### config.mk
export PLATFORM = sky130hd
export DESIGN_NAME = if_pc_fetch
export DESIGN_NICKNAME = d
export VERILOG_FILES = /design/src/rtl/if_pkg.sv /design/src/rtl/if_skid_buffer.sv /design/src/rtl/if_pc_fetch.sv
export SDC_FILE = /design/constraint.sdc
export NUM_CORES = 1
export LEC_CHECK = 0
export ABC_AREA = 1
export BUFFER_PORTS_ARGS = -buffer_cell sky130_fd_sc_hd__buf_2
export CORE_UTILIZATION = 52
export DETAILED_ROUTE_END_ITERATION = 12
export HOLD_SLACK_MARGIN = 0.02
export PLACE_DENSITY = 0.8
export SYNTH_ARGS = -nofsm -noshare
export SYNTH_HDL_FRONTEND = slang
export SYNTH_HIERARCHICAL = 1
export SYNTH_SLANG_ARGS = --single-unit
### constraint.sdc
create_clock -name clk -period 2 [get_ports clk]
set_input_delay 0.2 -clock clk [delete_from_list [all_inputs] [get_ports clk]]
set_output_delay 0.2 -clock clk [all_outputs]
set_load 0.02 [all_outputs]
### src/rtl/if_pkg.sv
// rtl/if_pkg.sv - shared types and constants for the instruction-fetch front end
package if_pkg;

    localparam int          INSTR_W = 32;
    localparam logic [31:0] PC_STEP = 32'd4;

    typedef enum logic [1:0] {
        IDLE  = 2'd0,
        REQ   = 2'd1,
        HOLD  = 2'd2,
        DRAIN = 2'd3
    } if_state_t;

    typedef struct packed {
        logic               valid;
        logic [INSTR_W-1:0] instr;
        logic [31:0]        pc;
    } skid_entry_t;

endpackage

### src/rtl/if_skid_buffer.sv
// rtl/if_skid_buffer.sv - single-entry skid buffer holding one fetched instruction
import if_pkg::*;

module if_skid_buffer (
    input  logic               clk,
    input  logic               rst_n,
    input  logic               load_i,
    input  logic               drain_i,
    input  logic               discard_i,
    input  logic [INSTR_W-1:0] instr_i,
    input  logic [31:0]        pc_i,
    output skid_entry_t        entry_o
);

    skid_entry_t entry_q;

    // Load captures a response; drain or discard both empty the entry.
    always_ff @(posedge clk or negedge rst_n) begin
        if (!rst_n) begin
            entry_q <= '0;
        end else if (load_i) begin
            entry_q <= '{valid: 1'b1, instr: instr_i, pc: pc_i};
        end else if (drain_i || discard_i) begin
            entry_q <= '0;
        end
    end

    assign entry_o = entry_q;

endmodule

### src/rtl/if_pc_fetch.sv
// rtl/if_pc_fetch.sv - PC register and imem fetch FSM; IF_PC_ALIGN_CHECK_EN enables misalign reporting
import if_pkg::*;

module if_pc_fetch #(
    parameter logic [31:0] RESET_PC = 32'h0000_0000
) (
    input  logic               clk,
    input  logic               rst_n,
    input  logic               branch_taken,
    input  logic [31:0]        branch_target,
    input  logic               stall,
    output logic               imem_req,
    output logic [31:0]        imem_addr,
    input  logic               imem_ack,
    input  logic [INSTR_W-1:0] imem_rdata,
    output logic               if_valid,
    output logic [INSTR_W-1:0] if_instr,
    output logic [31:0]        if_pc,
    output logic [31:0]        if_pc_plus4,
    output logic               flush,
    output logic               misalign
);

    if_state_t          state_q, state_d;
    logic [31:0]        addr_q, addr_d;
    logic [31:0]        redirect_q, redirect_d;
    logic               valid_q, valid_d;
    logic [INSTR_W-1:0] instr_q, instr_d;
    logic [31:0]        pc_q, pc_d;
    logic [31:0]        pc4_q, pc4_d;
    logic               flush_q;
    logic               skid_load, skid_drain, skid_discard;
    skid_entry_t        skid;
    logic [31:0]        target;

    // Low two bits of a redirect are dropped before they ever reach the PC.
    assign target = branch_target & ~32'h3;

    if_skid_buffer u_skid (
        .clk       (clk),
        .rst_n     (rst_n),
        .load_i    (skid_load),
        .drain_i   (skid_drain),
        .discard_i (skid_discard),
        .instr_i   (imem_rdata),
        .pc_i      (addr_q),
        .entry_o   (skid)
    );

    // State, PC and IF/ID output registers.
    always_ff @(posedge clk or negedge rst_n) begin
        if (!rst_n) begin
            state_q    <= IDLE;
            addr_q     <= RESET_PC;
            redirect_q <= '0;
            valid_q    <= 1'b0;
            instr_q    <= '0;
            pc_q       <= '0;
            pc4_q      <= '0;
            flush_q    <= 1'b0;
        end else begin
            state_q    <= state_d;
            addr_q     <= addr_d;
            redirect_q <= redirect_d;
            valid_q    <= valid_d;
            instr_q    <= instr_d;
            pc_q       <= pc_d;
            pc4_q      <= pc4_d;
            flush_q    <= branch_taken;
        end
    end

    // Next-state logic; a redirect always wins over stall and returning data.
    always_comb begin
        state_d      = state_q;
        addr_d       = addr_q;
        redirect_d   = redirect_q;
        valid_d      = stall ? valid_q : 1'b0;
        instr_d      = instr_q;
        pc_d         = pc_q;
        pc4_d        = pc4_q;
        imem_req     = 1'b0;
        skid_load    = 1'b0;
        skid_drain   = 1'b0;
        skid_discard = 1'b0;
        case (state_q)
            IDLE: begin
                state_d = REQ;
                if (branch_taken) addr_d = target;
            end
            REQ: begin
                imem_req = 1'b1;
                if (branch_taken) begin
                    if (imem_ack) begin
                        addr_d = target;
                    end else begin
                        // Address must stay put for the outstanding request.
                        redirect_d = target;
                        state_d    = DRAIN;
                    end
                end else if (imem_ack) begin
                    addr_d = addr_q + PC_STEP;
                    if (!valid_q || !stall) begin
                        valid_d = 1'b1;
                        instr_d = imem_rdata;
                        pc_d    = addr_q;
                        pc4_d   = addr_q + PC_STEP;
                    end else begin
                        skid_load = 1'b1;
                        state_d   = HOLD;
                    end
                end
            end
            HOLD: begin
                if (branch_taken) begin
                    skid_discard = 1'b1;
                    addr_d       = target;
                    state_d      = REQ;
                end else if (!stall) begin
                    skid_drain = 1'b1;
                    valid_d    = 1'b1;
                    instr_d    = skid.instr;
                    pc_d       = skid.pc;
                    pc4_d      = skid.pc + PC_STEP;
                    state_d    = REQ;
                end
            end
            DRAIN: begin
                imem_req = 1'b1;
                if (branch_taken) redirect_d = target;
                if (imem_ack) begin
                    addr_d  = branch_taken ? target : redirect_q;
                    state_d = REQ;
                end
            end
            default: state_d = IDLE;
        endcase
        if (branch_taken) valid_d = 1'b0;
    end

`ifdef IF_PC_ALIGN_CHECK_EN
    logic misalign_q;

    // Report a redirect whose target was not word aligned.
    always_ff @(posedge clk or negedge rst_n) begin
        if (!rst_n) begin
            misalign_q <= 1'b0;
        end else begin
            misalign_q <= branch_taken && (branch_target[1:0] != 2'b00);
        end
    end

    assign misalign = misalign_q;
`else
    assign misalign = 1'b0;
`endif

    assign imem_addr   = addr_q;
    assign if_valid    = valid_q;
    assign if_instr    = instr_q;
    assign if_pc       = pc_q;
    assign if_pc_plus4 = pc4_q;
    assign flush       = flush_q;

endmodule

-- Yosys cells after proc, flatten, opt, wreduce, memory -nomap -nowiden
Index checks and enable logic that the tools add are counted.
- bits of input ports: 69
- RAM bits: 0
- register bits after elaboration: 228
- ROM bits: 0
- output and inout port bits: 132
- memories: 0
- bits in latches: 0
- muxes and demuxes: 54
- bitwise gates (word level): 0
- shift operators: 0
- add/subtract/negate cells: 2
- reductions and logical operators: 14
- equality and inequality tests: 16
- multiply operators: 0
- order comparisons: 0
- div/mod/pow operators: 0
- operator list (cell ; number):
    32-bit 2-to-1 mux ; 23
    32-bit one-hot mux with 2 select lines ; 4
    64-bit 2-to-1 mux ; 2
    32-bit one-hot mux with 3 select lines ; 1
    32-bit by 3-bit adder with 32-bit output, second input constant ; 2
    2-bit != test, second input constant ; 8
    1-bit 2-to-1 mux ; 15
    2-bit 2-to-1 mux ; 7
    3-bit != test, second input constant ; 4
    2-bit one-hot mux with 4 select lines ; 1
    3-bit AND reduction ; 2
    6-bit AND reduction ; 1
    2-bit nonzero test ; 3
    5-bit AND reduction ; 1
    2-bit == test, second input constant ; 2
    2-bit OR reduction ; 2
    2-bit by 1-bit == test with 1-bit output, second input constant ; 1
    1-bit logical NOT ; 2
    2-bit logical NOT ; 1
    1-bit logical OR ; 2
    2-bit by 1-bit != test with 1-bit output, second input constant ; 1
    1-bit one-hot mux with 2 select lines ; 1

-- Depth between registers and ports, before layout
Gate-level depths: netlist of run 1.
- word-level depth: 7
- mapped depth: 12
- mapped depth without buffers: 12

-- Hierarchy
Netlist of run 1, hierarchy kept.
- modules (own cells, without submodules) (module ; cells each ; area an instance (µm²) ; times used ; seq. area each (µm²)):
    if_pc_fetch ; 1268 ; 9128.8 ; 1 ; 4053.9
    if_skid_buffer ; 282 ; 2897.8 ; 1 ; 1626.6

-- Worst setup path before layout of run 1
Ideal clock, no wire load.
- path kind: register -> register
- start point: register state_q[0]
- end point: register u_skid.entry_q, in the netlist u_skid/entry_o[26]
- period minus slack after synthesis: 2042 ps
- setup time: 65 ps
- arrival: 1977 ps
- stages on the path, launching flop included: 12
- slack: -42 ps
- path buffers: 4
- cell sequence: dfrtp_1 -> inv_1 -> ha_1 -> inv_2 -> clkbuf_1 -> clkbuf_1 -> nor3_1 -> nor2_2 -> buf_6 -> buf_12 -> nand3_2 -> nand2_1
- longest elaborated chain between the ends: 4
- elaborated cells on any way between the ends: 8
- those cells by class: eq/ne (2); mux (4); reduce/logical (2)
- ends and longest elaborated chain (item ; RTL line ; source):
    start, declared ; if_pc_fetch.sv:24 ; if_state_t state_q, state_d;
    start signal, assigned ; if_pc_fetch.sv:62 ; state_q <= state_d;
    2-bit == test ; if_pc_fetch.sv:86 ; case (state_q)
    1-bit 2-to-1 mux ; if_pc_fetch.sv:86 ;
    net skid_drain ; if_pc_fetch.sv:32 ; logic skid_load, skid_drain, skid_discard;
    1-bit logical OR ; if_skid_buffer.sv:23 ; end else if (drain_i || discard_i) begin
    2-bit nonzero test (no source line) ; -- ;
    end signal, assigned ; if_skid_buffer.sv:22 ; entry_q <= '{valid: 1'b1, instr: instr_i, pc: pc_i};
    end, declared ; if_skid_buffer.sv:15 ; skid_entry_t entry_q;
The timed path passes the listed nets, and every way through them passes these cells.
A chain may end at the register's enable or synchronous reset.

-- Final worst setup path of run 1
- start point: register state_q[1]
- end point: register u_skid.entry_q, in the netlist u_skid/entry_o[47]
- elaborated cells on any way between the ends: 8
- those cells by class: eq/ne (2); mux (4); reduce/logical (2)
- RTL lines (item ; RTL line):
    2-bit by 1-bit == test with 1-bit output * ; if_pc_fetch.sv:86
    1-bit 2-to-1 mux * ; if_pc_fetch.sv:86
    net skid_load ; if_pc_fetch.sv:32
    64-bit 2-to-1 mux or 2-bit nonzero test (tied branches) ; --
The timed path passes the listed nets; every way through them passes the cells marked *.

==> results.sh, run 1 <==
export IMPL_wl_met3_mm=3.209
export IMPL_max_cap_violations=0
export IMPL_die_w_um=153.9
export IMPL_worstSetupStartpointType="flop"
export IMPL_regToRegStartpoint="state_q[1]"
export IMPL_critPathCaptureType="flop"
export IMPL_path_class="reg -> reg"
export IMPL_htree_levels=1
export IMPL_cp_arrival_ps=2330
export IMPL_outcome="finished, final reports clean"
export IMPL_cp_max_fo=32
export IMPL_grt_usage_pct=30.76
export IMPL_cts_buffer_depth=3
export IMPL_leakage_nw=7.199
export IMPL_skew_ps=11.70
export IMPL_finalHoldViolations=0
export IMPL_slew_headroom_pct=53.04
export IMPL_synthesis_area_um2=11990
export IMPL_crit_top_cell="inv_1"
export IMPL_dpl_cell_count=1999
export IMPL_slowest_delay_ps=410
export IMPL_route_top_layer_used="met4"
export IMPL_finalPower_mw=25.45
export IMPL_grt_max_degree=101
export IMPL_hp_class="in -> reg"
export IMPL_n_antenna_cell=0
export IMPL_max_freq_mhz=520.8
export IMPL_crit_family="buffers and inverters"
export IMPL_synth_warnings=6
export IMPL_first_global_vias=11290
export IMPL_wl_met1_mm=15.00
export IMPL_ios=201
export IMPL_ir_drop_v=0.001021
export IMPL_die_y_um=153.9
export IMPL_worstSetupStartpoint="state_q[1]"
export IMPL_place_gp_congestion=0.9216
export IMPL_synthCells=1547
export IMPL_drt_drc_violations_left=0
export IMPL_start_util_pct=52.97
export IMPL_antenna_found_initial=1
export IMPL_syn_to_final_growth_pct=25.31
export IMPL_layout_drive_gt1_share_pct=21.18
export IMPL_fin_hold_ws_ps=75.23
export IMPL_required_ps=2410
export IMPL_syn_nets=1622
export IMPL_cts_buffers=24
export IMPL_postRouteWirelength_mm=37.20
export IMPL_port_buffers=197
export IMPL_dieArea_um2=23670
export IMPL_post_route_period_util_pct=96.01
export IMPL_syn_area_per_cell_um2=7.752
export IMPL_finalCriticalPeriod_ps=1920
export IMPL_grt_ovfl_total=0
export IMPL_slowest_stage="dfrtp_1"
export IMPL_power_density_nw_per_um2=1694
export IMPL_dr_total_vias=11760
export IMPL_fin_cells=2112
export IMPL_drv_slew=0
export IMPL_drt_iter0_drc=1027
export IMPL_route_met2_wl_mm=17.63
export IMPL_num_rows=55
export IMPL_vias_per_cell=5.569
export IMPL_final_nets=1885
export IMPL_critPathBufInv=5
export IMPL_core_area_um2=22640
export IMPL_min_from="imem_ack"
export IMPL_setup_violations_final=0
export IMPL_first_pass_iters=5
export IMPL_grt_pass1_wl_mm=58.08
export IMPL_cts_root_buffer_cell="clkbuf_16"
export IMPL_post_dp_hpwl_mm=24.57
export IMPL_worst_slew_pin_slew_ps=703.6
export IMPL_wl_per_cell_um=17.61
export IMPL_ant_nets=0
export IMPL_clk_pin_slew_ps=60
export IMPL_cts_sinks=226
export IMPL_clock_latency_ps=530
export IMPL_cts_tree="built"
export IMPL_path_cells="inv_1 -> ha_2 -> inv_2 -> nor2_2 -> inv_1 -> nor2_4 -> inv_4 -> buf_12 -> nand3_2 -> nand2_1"
==> area by class of cell <==
class / instances / area (um2)
inverters: 84 / 322.8
multi-input cells: 1151 / 5564
flip-flops and latches: 226 / 5658
repair buffers: 323 / 2326
fillers: 1840 / 7612
clock inverters: 6 / 80.08
clock buffers: 37 / 720.7
well taps: 285 / 356.6
==> worst register-to-register path, stage by stage (launching register included) <==
cell and delay [ps]:
dfrtp_1 410, inv_1 90, ha_2 250, inv_2 110
nor2_2 150, inv_1 100, nor2_4 170, inv_4 120
buf_12 210, nand3_2 130, nand2_1 60
==> stage by stage <==
| stage | worst slack, ps | util [%] | setup TNS, ps | cell area, um2 |
|---|---|---|---|---|
| 2_1_floorplan | 46.52 | - | 0 | 11990 |
| 3_3_place_gp | 78.33 | 59.38 | 0 | 13440 |
| 3_5_place_dp | 19.32 | 59.38 | 0 | 13440 |
| 4_1_cts | -11.62 | 65.78 | -11.62 | 14890 |
| 5_1_grt | -24.07 | 66.38 | -93.43 | 15030 |
| 6_report | 79.84 | 66.38 | 0 | 15030 |
==> timing repair <==
action                                  4_1_cts  5_1_grt
pin swaps                                     0        1
hold endpoints to repair                    170        0
buffers inserted                              0        3
cloned                                        0        3
hold buffers                                 64        0
endpoints found under the setup margin        2      143
resized for setup                             1       21
==> path summary, 6_finish.rpt <==
path / end / slack (ps) / depth (start not counted)
setup / recovery: u_skid/entry_o[47] / 80 / 10
hold / removal: if_valid / 80 / 3
setup reg to reg: u_skid/entry_o[47] / 80 / 10
hold reg to reg: if_pc_plus4[24] / 470 / 2
max in group asynchronous: if_instr[10] / 1070 / 3
min in group asynchronous: u_skid/entry_o[52] / 210 / 2
==> report_power, final <==
group	switching (mW)	internal [mW]
Clock	1.84	2.73
Sequential	1.70	6.55
Combinational	8.13	4.51
==> state kept, by name, indices dropped and copies added (netlist names) <==
register	cells
flush	1
if_instr	32
if_pc	32
if_pc_plus4	30
if_valid	1
imem_addr	32
redirect_q	32
state_q	2
u_skid/entry_o	64
==> layer usage <==
layer | track usage (%) | vias up
li1 | - | 5528
met1 | 39.97 | 5561
met2 | 51.39 | 576
met3 | 5.806 | 97
met4 | 11.00 | 0
met5 | 0 | -
==> cell usage in the layout, fill, tap and decap left out, types with 50 or more instances in the layout <==
master	instances
nand2_1	557
dfrtp_1	224
buf_2	196
nor2_1	186
nand3_1	78
inv_1	78
a21oi_1	66
a31oi_1	66
dlygate4sd3_1	64
nand3_2	50
(Power assumes the default switching activity.)
==> inputs of run 2 (changes only) <==
Settings changed: BUFFER_PORTS_ARGS -buffer_cell sky130_fd_sc_hd__buf_2 to -buffer_cell sky130_fd_sc_hd__buf_4.
==> run 2 against run 1 <==
  * Hold slack improved by 33 ps
  * Largest power group unchanged
  * Combinational power is 9% higher
  * Register-to-register slack is essentially flat
  * Largest cell class unchanged
  * Sequential cell count did not move
  * Via count increased by 0.54%
  * Setup slack better by 9.1 ps
  * Global-route usage rose by 0.47 points
  * Power grew 6.1%
  * Critical endpoint is now u_skid/entry_o[10]
  * Fmax rose by 0.48%
  * Clock-buffer cell count fell by 6
==> results.sh, run 2 (synthesized netlist as in run 1, its figures left out) <==
export IMPL_vias_per_cell=5.589
export IMPL_switching_power_mw=11.91
export IMPL_hp_class="in -> reg"
export IMPL_drt_iter0_drc=1221
export IMPL_antenna_found_initial=0
export IMPL_finalCriticalPeriod_ps=1911
export IMPL_place_gp_congestion=0.9366
export IMPL_clk_pin_slew_ps=60
export IMPL_ios=201
export IMPL_leakage_nw=7.470
export IMPL_n_antenna_cell=0
export IMPL_drv_slew=0
export IMPL_cts_sinks=226
export IMPL_slew_headroom_pct=38.21
export IMPL_final_cell_mix="557 x nand2_1, 237 x buf_4, 226 x dfrtp_1, 186 x nor2_1, 79 x inv_1"
export IMPL_first_global_vias=11140
export IMPL_cts_tree="built"
export IMPL_path_class="reg -> reg"
export IMPL_sw_frac_of_total_pct=44.10
export IMPL_post_route_period_util_pct=95.55
export IMPL_ir_drop_v=0.001082
export IMPL_first_pass_iters=6
export IMPL_finalPower_mw=27.02
export IMPL_critPathCaptureType="flop"
export IMPL_htree_levels=1
export IMPL_setup_violations_final=0
export IMPL_grt_usage_pct=31.23
export IMPL_layout_commonest_cell="nand2_1"
export IMPL_dieArea_um2=23670
export IMPL_num_rows=55
export IMPL_skew_ps=18.43
export IMPL_required_ps=2460
export IMPL_grt_ovfl_total=0
export IMPL_worstSetupStartpointType="flop"
export IMPL_cts_buffers=25
export IMPL_cp_arrival_ps=2370
export IMPL_placed_cell_area_um2=14020
export IMPL_p_int_mw=15.10
export IMPL_max_freq_mhz=523.3
export IMPL_finalHoldViolations=0
export IMPL_layout_drive_gt1_share_pct=21.30
export IMPL_outcome="finished, final reports clean"
export IMPL_post_dp_hpwl_mm=24.70
export IMPL_die_y_um=153.9
export IMPL_ant_nets=0
export IMPL_worst_slew_pin_slew_ps=925.9
export IMPL_combPwrFrac_pct=50.7
export IMPL_max_cap_violations=0
export IMPL_cts_buffer_depth=3
export IMPL_cp_max_fo=13
export IMPL_wl_per_cell_um=17.75
export IMPL_grt_max_degree=101
export IMPL_sequentialPowerShare_pct=30.7
export IMPL_start_util_pct=52.97
export IMPL_grt_pass1_wl_mm=58.74
export IMPL_dr_total_vias=11830
export IMPL_core_area_um2=22640
export IMPL_largest_reg_flops=64
export IMPL_clock_latency_ps=530
export IMPL_port_buffers=197
export IMPL_final_nets=1889
export IMPL_final_cell_area_um2=15740
export IMPL_postRouteWirelength_mm=37.55
export IMPL_power_density_nw_per_um2=1716
export IMPL_syn_to_final_growth_pct=31.27
export IMPL_cts_root_buffer_cell="clkbuf_16"
export IMPL_p_clk_share_pct=18.6
export IMPL_drt_drc_violations_left=0
export IMPL_die_w_um=153.9
==> run 2: repair_timing <==
action | in CTS | in global routing
buffers inserted | 0 | 3
pin swaps | 1 | 1
hold endpoints to repair | 215 | 0
cloned | 1 | 3
hold buffers | 65 | 0
setup endpoints to repair | 66 | 128
gates resized for setup | 2 | 17
==> run 2: final cells by class <==
type	count	area, um2
fill	1773	6898
sequential	226	5655
multi-input combinational	1151	5570
timing repair buffer	326	2934
clock buffer	31	688.2
tap	285	356.6
inverter	84	332.8
clock inverter	13	205.2
==> run 2: per-stage QoR <==
step / hold WS (ps) / instances / setup WS (ps) / setup TNS [ps] / util [%]
2_1_floorplan: -95.59 / 1547 / 46.52 / 0 / -
3_3_place_gp: 165.7 / 2000 / 11.43 / 0 / 61.91
3_5_place_dp: 163.8 / 2000 / -60.53 / -1174 / 61.91
4_1_cts: 81.72 / 2110 / 10.92 / 0 / 68.79
5_1_grt: 126.6 / 2116 / -10.50 / -17.52 / 69.53
6_report: 108.6 / 2116 / 88.96 / 0 / 69.53
==> run 2: critical path, cell delays in order (launching register included) <==
cell and delay [ps]:
dfrtp_1 440, ha_4 210, nand2_1 90, inv_1 140, nor2_2 740, nand3_2 110
nand2_1 100
==> run 2: power by group through the flow <==
| stage | logic (mW) | registers (mW) | clock network [mW] |
|---|---|---|---|
| 4_1_cts | 13.1 | 8.21 | 5.07 |
| 3_5_place_dp | 12.9 | 8.28 | 0 |
| 5_1_grt | 14.8 | 8.46 | 5.24 |
| 6_report | 13.7 | 8.29 | 5.02 |
| 3_3_place_gp | 12.6 | 8.18 | 0 |
| 2_1_floorplan | 6.45 | 9.44 | 0 |
==> run 2: final timing paths <==
check / startpoint / endpoint / slack, ps / depth (start not counted)
worst max-delay path: state_q[1] / u_skid/entry_o[10] / 90 / 6
worst min-delay path: stall / if_valid / 110 / 4
worst max register to register: state_q[1] / u_skid/entry_o[10] / 90 / 6
worst min register to register: redirect_q[1] / redirect_q[1] / 480 / 2
max in group asynchronous: rst_n / redirect_q[21] / 1060 / 3
min in group asynchronous: rst_n / if_instr[18] / 190 / 2
==> run 2: metal layers <==
layer,up-vias,track usage (%),routed length (um)
li1,5543,-,-
met1,5687,42.72,15440
met2,543,52.36,18370
met3,53,4.453,3009
met4,0,7.810,733
met5,-,0,0
==> inputs of run 3 (changes only) <==
Settings changed: ABC_AREA 1 to unset, CORE_UTILIZATION 52 to 55, PLACE_DENSITY 0.8 to 0.81.
Clock period 2 ns to 1.9 ns, I/O delays scaled along.
==> run 3 against run 2 <==
  * The flow now finishes with violations (negative setup slack)
  * Power grew 12%
  * Routed wire length grew 28%
  * Via count grew 1.4%
  * Highest routed layer unchanged
==> results.sh, run 3 <==
export IMPL_whs_endpoint="if_valid"
export IMPL_syn_to_final_growth_pct=53.36
export IMPL_rsz0062_at_grt="true"
export IMPL_path_cells="inv_2 -> ha_4 -> buf_6 -> buf_6 -> o21ai_4 -> clkbuf_16 -> a221o_1 -> o21ai_1 -> a21oi_1"
export IMPL_ant_nets=0
export IMPL_dr_total_vias=11990
export IMPL_final_nets=1601
export IMPL_regToRegStartpoint="state_q[1]"
export IMPL_rrSetupSlack_ps=-290
export IMPL_vias_per_cell=6.619
export IMPL_clk_pin_slew_ps=70
export IMPL_post_route_period_util_pct=115.4
export IMPL_n_antenna_cell=0
export IMPL_port_buffers=197
export IMPL_violations="negative setup slack"
export IMPL_setup_violations_final=193
export IMPL_start_util_pct=56.63
export IMPL_finalCriticalPeriod_ps=2193
export IMPL_post_dp_hpwl_mm=22.92
export IMPL_grt_max_degree=66
export IMPL_die_w_um=146.8
export IMPL_slowest_stage="dfrtp_1"
export IMPL_cts_root_buffer_cell="clkbuf_16"
export IMPL_worst_r2r_cell_count=9
export IMPL_ir_drop_v=0.001151
export IMPL_synthCells=1129
export IMPL_die_y_um=146.8
export IMPL_htree_levels=1
export IMPL_crit_top_cell="buf_6"
export IMPL_outcome="finished with violations"
export IMPL_timing_rr_end="imem_addr[25]"
export IMPL_critPathCaptureType="flop"
export IMPL_grt_usage_pct=34.09
export IMPL_min_from="stall"
export IMPL_drv_slew=0
export IMPL_cp_max_fo=6
export IMPL_cts_buffers=24
export IMPL_wl_per_cell_um=26.55
export IMPL_crit_family="compound AO/OA/AOI/OAI gates"
export IMPL_required_ps=2340
export IMPL_postRouteWirelength_mm=48.11
export IMPL_setup_ws_ps=-292.9
export IMPL_cts_buffer_depth=3
export IMPL_skew_ps=15.31
export IMPL_antenna_found_initial=0
export IMPL_final_cell_mix="316 x buf_4, 212 x dfrtp_1, 96 x nand2_1, 73 x mux2i_1"
export IMPL_cts_sinks=226
export IMPL_leakage_nw=8.088
export IMPL_largest_reg_flops=64
export IMPL_first_pass_iters=5
export IMPL_slowest_delay_ps=440
export IMPL_clock_latency_ps=540
export IMPL_path_class="reg -> reg"
export IMPL_dieArea_um2=21550
export IMPL_ios=201
export IMPL_place_gp_congestion=0.9398
export IMPL_layout_drive_gt1_share_pct=40.34
export IMPL_grt_pass1_wl_mm=57.97
export IMPL_layout_commonest_cell="buf_4"
export IMPL_pre_cts_ws_ps=-249.6
export IMPL_max_cap_violations=0
export IMPL_worstSetupStartpointType="flop"
export IMPL_syn_nets=1204
export IMPL_power_density_nw_per_um2=1705
export IMPL_worst_slew_pin_slew_ps=631.6
export IMPL_hp_class="in -> reg"
export IMPL_min_path_cells=4
export IMPL_num_rows=52
export IMPL_fin_hold_ws_ps=170.1
export IMPL_finalHoldViolations=0
export IMPL_first_global_vias=10610
export IMPL_grt_ovfl_total=0
export IMPL_slew_headroom_pct=57.61
export IMPL_cts_tree="built"
export IMPL_critPathBufInv=4
export IMPL_syn_area_per_cell_um2=10.21
export IMPL_core_area_um2=20360
export IMPL_synthesis_area_um2=11530
export IMPL_max_freq_mhz=456.0
export IMPL_drt_drc_violations_left=0
export IMPL_synth_warnings=6
export IMPL_drt_iter0_drc=1636
export IMPL_cp_arrival_ps=2630
[run 3: tightest hold or removal path, delay by kind of cell]
kind,cells,cell delay (ps)
buffers and inverters,1,150
AO/OA/AOI/OAI,2,210
AND/OR/NAND/NOR,1,110
[run 3: timing repair]
action | 4_1_cts | 5_1_grt
hold endpoints to repair | 157 | 0
hold buffers | 64 | 0
endpoints found under the setup margin | 172 | 215
pin swaps | 11 | 45
gates resized for setup | 52 | 244
buffers inserted | 16 | 24
gates cloned | 7 | 25
[run 3: worst max path at each step]
stage / slack (ps) / startpoint / to / cells after the start
6_report: -290 / state_q[1] / imem_addr[25] / 9
5_1_grt: -370 / state_q[1] / imem_addr[25] / 9
4_1_cts: -80 / state_q[0] / state_q[1] / 8
3_5_place_dp: -250 / state_q[0] / imem_addr[21] / 9
3_3_place_gp: -210 / state_q[0] / imem_addr[21] / 9
2_1_floorplan: -5 / state_q[0] / if_pc[6] / 7
[run 3: per-layer routing]
metal	up-vias	routed length (um)	track usage (%)
li1	4860	-	-
met1	5805	16780	46.59
met2	998	23040	57.11
met3	330	4910	4.255
met4	0	3370	10.00
met5	-	0	0
[run 3: power by group]
| part | leakage [nW] | internal [mW] | switching (mW) |
|---|---|---|---|
| logic | 4.82 | 7.93 | 9.03 |
| registers | 2.90 | 6.73 | 1.75 |
| clock network | 0.370 | 2.64 | 2.07 |
[run 3: layout make-up]
| type | count | area, um2 |
|---|---|---|
| clock buffers | 37 | 730.7 |
| clock inverters | 5 | 30.03 |
| fillers | 861 | 2679 |
| inverters | 23 | 93.84 |
| multi-input cells | 790 | 6289 |
| flip-flops and latches | 226 | 5673 |
| well taps | 270 | 337.8 |
| repair buffers | 461 | 4532 |
[run 3: stage by stage]
| step | area (um2) | util, % | setup TNS (ps) | cells | total power, mW |
|---|---|---|---|---|---|
| floorplan | 11680 | - | -361.1 | 1129 | 14.83 |
| global placement | 14190 | 69.67 | -1675 | 1636 | 19.58 |
| finish | 17690 | 86.85 | -20500 | 1812 | 30.15 |
| global route | 17690 | 86.85 | -25850 | 1812 | 31.01 |
| CTS | 16180 | 79.43 | -487.8 | 1765 | 25.75 |
| detailed placement | 14190 | 69.67 | -3712 | 1636 | 19.99 |
